$ cat src/rtl/icache_assoc.sv
// rtl/icache_assoc.sv - set-associative instruction cache with LRU replacement, flush and hit/miss counters
module icache_assoc #(
    parameter int ADDR_W = 10,
    parameter int WPB    = 4,
    parameter int SETS   = 4,
    parameter int WAYS   = 2,
    parameter int CNT_W  = 16
) (
    input  logic                              clock,
    input  logic                              reset,
    input  logic [ADDR_W-1:0]                 address,
    input  logic                              read,
    input  logic                              flush,
    output logic [31:0]                       readinst,
    output logic                              busywait,
    output logic                              mem_read,
    output logic [ADDR_W-3-$clog2(WPB):0]     mem_address,
    input  logic [32*WPB-1:0]                 mem_inst,
    input  logic                              mem_busywait,
    output logic [CNT_W-1:0]                  hit_count,
    output logic [CNT_W-1:0]                  miss_count
);

    localparam int OFF_W  = $clog2(WPB);
    localparam int IDX_W  = $clog2(SETS);
    localparam int BLK_W  = ADDR_W - 2 - OFF_W;
    localparam int TAG_W  = BLK_W - IDX_W;
    localparam int WAY_W  = (WAYS > 1) ? $clog2(WAYS) : 1;
    localparam int OFF_WS = (OFF_W > 0) ? OFF_W : 1;
    localparam int IDX_WS = (IDX_W > 0) ? IDX_W : 1;
    localparam logic [WAY_W-1:0] AGE_MAX = WAY_W'(WAYS - 1);

    typedef enum logic [1:0] {IDLE, MEM_READ, FILL} state_t;

    state_t state;

    logic [31:0]       data_arr [SETS][WAYS][WPB];
    logic [TAG_W-1:0]  tag_arr  [SETS][WAYS];
    logic [WAYS-1:0]   valid    [SETS];
    logic [WAY_W-1:0]  age      [SETS][WAYS];

    logic [TAG_W-1:0]  req_tag, fill_tag;
    logic [IDX_WS-1:0] req_idx, fill_idx, touch_idx;
    logic [OFF_WS-1:0] req_off;
    logic [WAY_W-1:0]  hit_way, victim, victim_r, touch_way, touch_ref, best_age;
    logic              hit, found_free, accept, hit_acc, miss_acc, fill_now, touch_en;
    logic              unused_addr_bits;

    assign unused_addr_bits = &{1'b0, address[1:0]};
    assign req_tag  = address[ADDR_W-1 -: TAG_W];
    assign fill_tag = mem_address[BLK_W-1 -: TAG_W];

    generate
        if (IDX_W > 0) begin : g_idx
            assign req_idx  = address[OFF_W+2 +: IDX_W];
            assign fill_idx = mem_address[0 +: IDX_W];
        end else begin : g_no_idx
            assign req_idx  = '0;
            assign fill_idx = '0;
        end
        if (OFF_W > 0) begin : g_off
            assign req_off = address[2 +: OFF_W];
        end else begin : g_no_off
            assign req_off = '0;
        end
    endgenerate

    always_comb begin
        hit     = 1'b0;
        hit_way = '0;
        for (int w = 0; w < WAYS; w++) begin
            if (valid[req_idx][w] && tag_arr[req_idx][w] == req_tag) begin
                hit     = 1'b1;
                hit_way = WAY_W'(w);
            end
        end
    end

    // Lowest invalid way first, otherwise the lowest-numbered oldest way.
    always_comb begin
        victim     = '0;
        found_free = 1'b0;
        best_age   = age[req_idx][0];
        for (int w = 0; w < WAYS; w++) begin
            if (!found_free && !valid[req_idx][w]) begin
                found_free = 1'b1;
                victim     = WAY_W'(w);
            end
        end
        if (!found_free) begin
            for (int w = 1; w < WAYS; w++) begin
                if (age[req_idx][w] > best_age) begin
                    best_age = age[req_idx][w];
                    victim   = WAY_W'(w);
                end
            end
        end
    end

    assign accept   = (state == IDLE) && read && !flush;
    assign hit_acc  = accept && hit;
    assign miss_acc = accept && !hit;
    assign fill_now = (state == MEM_READ) && !mem_busywait;

    assign busywait = (state != IDLE) || (read && (flush || !hit));
    assign readinst = hit_acc ? data_arr[req_idx][hit_way][req_off] : 32'h0;

    // A freshly filled invalid way is treated as the oldest, so ages settle into a permutation.
    assign touch_en  = hit_acc || fill_now;
    assign touch_idx = fill_now ? fill_idx : req_idx;
    assign touch_way = fill_now ? victim_r : hit_way;
    assign touch_ref = valid[touch_idx][touch_way] ? age[touch_idx][touch_way] : AGE_MAX;

    always_ff @(posedge clock) begin
        if (reset) begin
            state       <= IDLE;
            mem_read    <= 1'b0;
            mem_address <= '0;
            victim_r    <= '0;
            hit_count   <= '0;
            miss_count  <= '0;
            for (int s = 0; s < SETS; s++) begin
                valid[s] <= '0;
                for (int w = 0; w < WAYS; w++) age[s][w] <= '0;
            end
        end else begin
            if (touch_en) begin
                for (int w = 0; w < WAYS; w++) begin
                    if (WAY_W'(w) == touch_way)
                        age[touch_idx][w] <= '0;
                    else if (age[touch_idx][w] < touch_ref)
                        age[touch_idx][w] <= age[touch_idx][w] + WAY_W'(1);
                end
            end
            case (state)
                IDLE: begin
                    if (flush) begin
                        for (int s = 0; s < SETS; s++) begin
                            valid[s] <= '0;
                            for (int w = 0; w < WAYS; w++) age[s][w] <= '0;
                        end
                    end else if (hit_acc) begin
                        if (hit_count != '1) hit_count <= hit_count + CNT_W'(1);
                    end else if (miss_acc) begin
                        if (miss_count != '1) miss_count <= miss_count + CNT_W'(1);
                        victim_r    <= victim;
                        mem_read    <= 1'b1;
                        mem_address <= address[ADDR_W-1 -: BLK_W];
                        state       <= MEM_READ;
                    end
                end
                MEM_READ: begin
                    if (!mem_busywait) begin
                        valid[fill_idx][victim_r] <= 1'b1;
                        mem_read    <= 1'b0;
                        mem_address <= '0;
                        state       <= FILL;
                    end
                end
                FILL:    state <= IDLE;
                default: state <= IDLE;
            endcase
        end
    end

    always_ff @(posedge clock) begin
        if (!reset && fill_now) begin
            tag_arr[fill_idx][victim_r] <= fill_tag;
            for (int k = 0; k < WPB; k++)
                data_arr[fill_idx][victim_r][k] <= mem_inst[32*k +: 32];
        end
    end

endmodule

$ cat config.mk
export PLATFORM = sky130hd
export DESIGN_NAME = icache_assoc
export DESIGN_NICKNAME = d
export VERILOG_FILES = /design/src/rtl/icache_assoc.sv
export SDC_FILE = /design/constraint.sdc
export NUM_CORES = 1
export LEC_CHECK = 0
export CAP_MARGIN = 20
export CORE_MARGIN = 2
export CORE_UTILIZATION = 55
export DETAILED_ROUTE_END_ITERATION = 8
export PLACE_DENSITY_LB_ADDON = 0.1
export RECOVER_POWER = 25
export SLEW_MARGIN = 20
export SYNTH_ARGS = -nofsm -noshare
export SYNTH_HDL_FRONTEND = slang
export SYNTH_SLANG_ARGS = --single-unit
$ cat constraint.sdc
create_clock -name clock -period 17.5 [get_ports clock]
set_input_delay 3.5 -clock clock [delete_from_list [all_inputs] [get_ports clock]]
set_output_delay 3.5 -clock clock [all_outputs]
set_load 0.03 [all_outputs]
==> flow_metrics.py <==
metrics = {
    "setup_path": {
        "r2r_cells": 6,
        "required_ps": 14000,
        "crit_path_start_kind": "input port",
        "slowest_delay_ps": 820,
        "crit_family": "buffers and inverters",
        "crit_top_cell": "buf_4",
        "cp.arrival_ps": 10040,
        "critPathBufInv": 6,
        "cpMaxStageDelayCell": "and3_4",
        "crit_type": "in -> out",
        "crit_path_end_kind": "output port",
        "cp_cell_sequence": "buf_2 > buf_4 > mux4_2 > and3_1 > buf_4 > and3_4 > buf_4 > buf_4 > a21oi_1 > a22oi_1 > nand4_1 > nor4_1 > clkdlybuf4s50_1",
        "cp_max_fo": 61,
        "crit_cells": 13,
    },
    "route": {
        "drtPass1Iterations": 6,
        "vias": 29500,
        "drt_iter0_drc": 3457,
        "drc": 0,
        "totalWireLength_um": 124000,
        "vias_per_cell": 6.36,
        "wl_per_cell_um": 26.9,
        "ant_nets": 0,
    },
    "timing": {
        "hold_viol_final": 0,
        "fmax_mhz": 73.8,
        "worst_pin_slew_ps": 4090,
        "setup_viol": 0,
        "slew_headroom": -1.73,
        "finClkSkew_ps": 17.7,
        "min_period_ps": 13540,
        "rsz0062_at_grt": "false",
        "final_max_slew_viol_count": 149,
        "final.period_utilization": 0.774,
        "final.setup.tns_ps": 0,
    },
    "power_and_ir_drop": {
        "ir_drop_v": 0.0000787,
        "leakage_nw": 18.1,
        "seq_power_share": 0.531,
        "pwr-share-comb": 0.041,
        "p_per_area_mw_per_mm2": 105,
        "p_int_mw": 4.37,
        "p_switching_mw": 1.15,
        "swShare": 0.209,
        "clkPwrFrac": 0.428,
        "power_mw": 5.53,
    },
    "global_routing": {
        "overflow": 0,
        "grt_pass1_wl_um": 184000,
        "grt_max_degree": 168,
        "grt_pass1_vias": 29100,
        "grtUsageTotal": 0.291,
        "antenna_found_initial": 9,
    },
    "min_path": {
        "hold_path.class": "reg -> reg",
        "min_path_cells": 1,
    },
    "outcome": {
        "violations": "capacitance limit, slew limit",
        "status": "finished with violations",
    },
    "die": {
        "row_count": 105,
        "die_h_um": 292,
        "die-area_mm2": 0.0854,
        "io_pins": 215,
        "core_area_mm2": 0.0821,
        "die_x_um": 292,
        "initial_core_util": 0.556,
    },
    "synth": {
        "netlist_instances": 3301,
        "synth_edf_count": 1061,
        "synthFlopType": "edfxtp_1",
        "yosys_warnings": 0,
        "synth_area_leaders": "edfxtp_1, nand2_1, mux4_2",
        "seq_area_frac_synth": 0.721,
        "synth.avg_cell_area_um2": 13.8,
        "synth.distinct_cells": 62,
        "synth_nets": 3446,
        "syn_area_mm2": 0.0457,
        "yosys.area.top_type": "edfxtp_1",
        "ys_ff_latch": 1114,
        "synthArstFlopShare": 0,
        "synth_top_area_share": 0.698,
    },
    "cells_and_area": {
        "layout.cells.non_filler": 4635,
        "nFillCells": 5907,
        "ff_latch_area_mm2": 0.0329,
        "final_cell_area_mm2": 0.0524,
        "drive_above_1_share": 0.0980,
        "nets": 3615,
        "multiInputGateArea_mm2": 0.0118,
        "syn_to_final_growth_pct": 14.7,
    },
    "job": {
        "maxCapViolCount": 4,
    },
    "clock_network": {
        "cts_setup_buffers": 0,
        "cts_made_buffers": 112,
        "h-tree-depth": 3,
        "holdBufCountCts": 0,
        "clkTransAtPathRegs_ps": 60,
        "root_buffer": "clkbuf_16",
        "clock_path_buffers": 3,
        "cts_tree": "done",
        "cts_resized": 0,
        "clkLatencyLatePin_ps": 690,
        "clock_sinks": 1114,
    },
    "placed_design": {
        "port_buffers": 212,
        "dpl-instance-area_mm2": 0.0487,
        "placed_cells": 4424,
        "place_hpwl_um": 67500,
        "gp_congestion": 0.803,
    },
}
## final cells by class
cell class | count | area share
antenna | 2 | 0.0000955
clock buffer | 136 | 0.0568
clock inverter | 71 | 0.0125
inverter | 10 | 0.000788
multi-input combinational | 1960 | 0.226
sequential | 1114 | 0.628
tap | 1070 | 0.0255
timing repair buffer | 272 | 0.0504
## stage by stage
stage	setup WS, ps	utilization	hold WS [ps]
after floorplan	3280	-	438
after global placement	4200	0.594	437
after detailed placement	4090	0.594	442
after CTS	4090	0.638	455
after global routing	3820	0.638	486
final	3960	0.638	456
## synth_stat cells, types with 7 or more instances
cell type	instances
inv_1	10
edfxtp_1	1061
nand3_1	141
nand2b_1	10
clkbuf_1	118
and3_1	121
buf_2	52
mux2i_1	72
a22o_1	17
nand2_1	787
xor2_1	15
a311oi_1	15
mux4_2	76
a31oi_1	98
buf_4	18
nor2_1	60
buf_1	18
buf_6	10
nor4_1	38
a21o_1	31
a21oi_1	169
xnor2_1	16
dfxtp_1	53
nor3_1	15
a22oi_1	56
o22ai_1	11
and4b_1	7
nand4_1	52
o21ai_0	60
## cells by family (layout without fill, tap and decap cells)
logic type                 count (synthesis)  after routing  share of synthesized area
AOI/OAI and AO/OA                        502            502                     0.0692
xor gates and xnor gates                  31             31                    0.00594
adders and majority gates                  2              2                   0.000548
buffers and inverters                    227            489                     0.0232
DFF                                     1114           1114                      0.721
muxes                                    154            154                     0.0547
other                                      0              2                          0
and+or+nand+nor                         1271           1271                      0.126
## cell usage in the layout (no fill, tap or decap), drive strengths merged, types with 59 or more instances in the layout
cell type and instances:
mux2i 72, nor2 60, o21ai 61, clkbuf 139, a21oi 169, and3 121
mux4 76, a31oi 98, clkdlybuf4s50 137, buf 59, nand3 142, edfxtp 1061
nand2 787, dlygate4sd3 73
## worst register-to-register path: cells and delay by family, from the launching register on
family,cells,cell delay [ps]
AND/OR/NAND/NOR,3,2300
flip-flops,1,430
buffers and inverters,3,3110
## per-layer routing
| metal | share of wire | wire length [um] | GRT usage |
|---|---|---|---|
| met3 | 0.096 | 12000 | 0.0490 |
| met4 | 0.031 | 3830 | 0.0974 |
| met1 | 0.38 | 47700 | 0.393 |
| met2 | 0.49 | 60900 | 0.484 |
| met5 | 0.00051 | 63 | 0 |
## sequential cells by signal, summed over array words and instances, names as in the netlist
register	count
data_arr	1024
tag_arr	32
hit_count	16
miss_count	16
age	8
valid	8
mem_address	6
state	2
mem_read	1
victim_r	1
## path summary, 6_finish.rpt
check                           startpoint          endpoint  slack (ps)
worst max-delay path            address[5]      readinst[24]        3960
worst min-delay path              mem_read          mem_read         460
worst max register to register    state[0]  data_arr[3][214]       11260
worst min register to register    mem_read          mem_read         460
## power by group through the flow
stage	clock, mW	combinational (mW)	sequential [mW]
3_5_place_dp	0	0.225	2.99
4_1_cts	2.39	0.226	2.93
2_1_floorplan	0	0.110	2.99
5_1_grt	2.49	0.243	2.93
6_report	2.37	0.227	2.93
3_3_place_gp	0	0.218	2.99
Note: power is estimated with default switching activity, not from simulation.
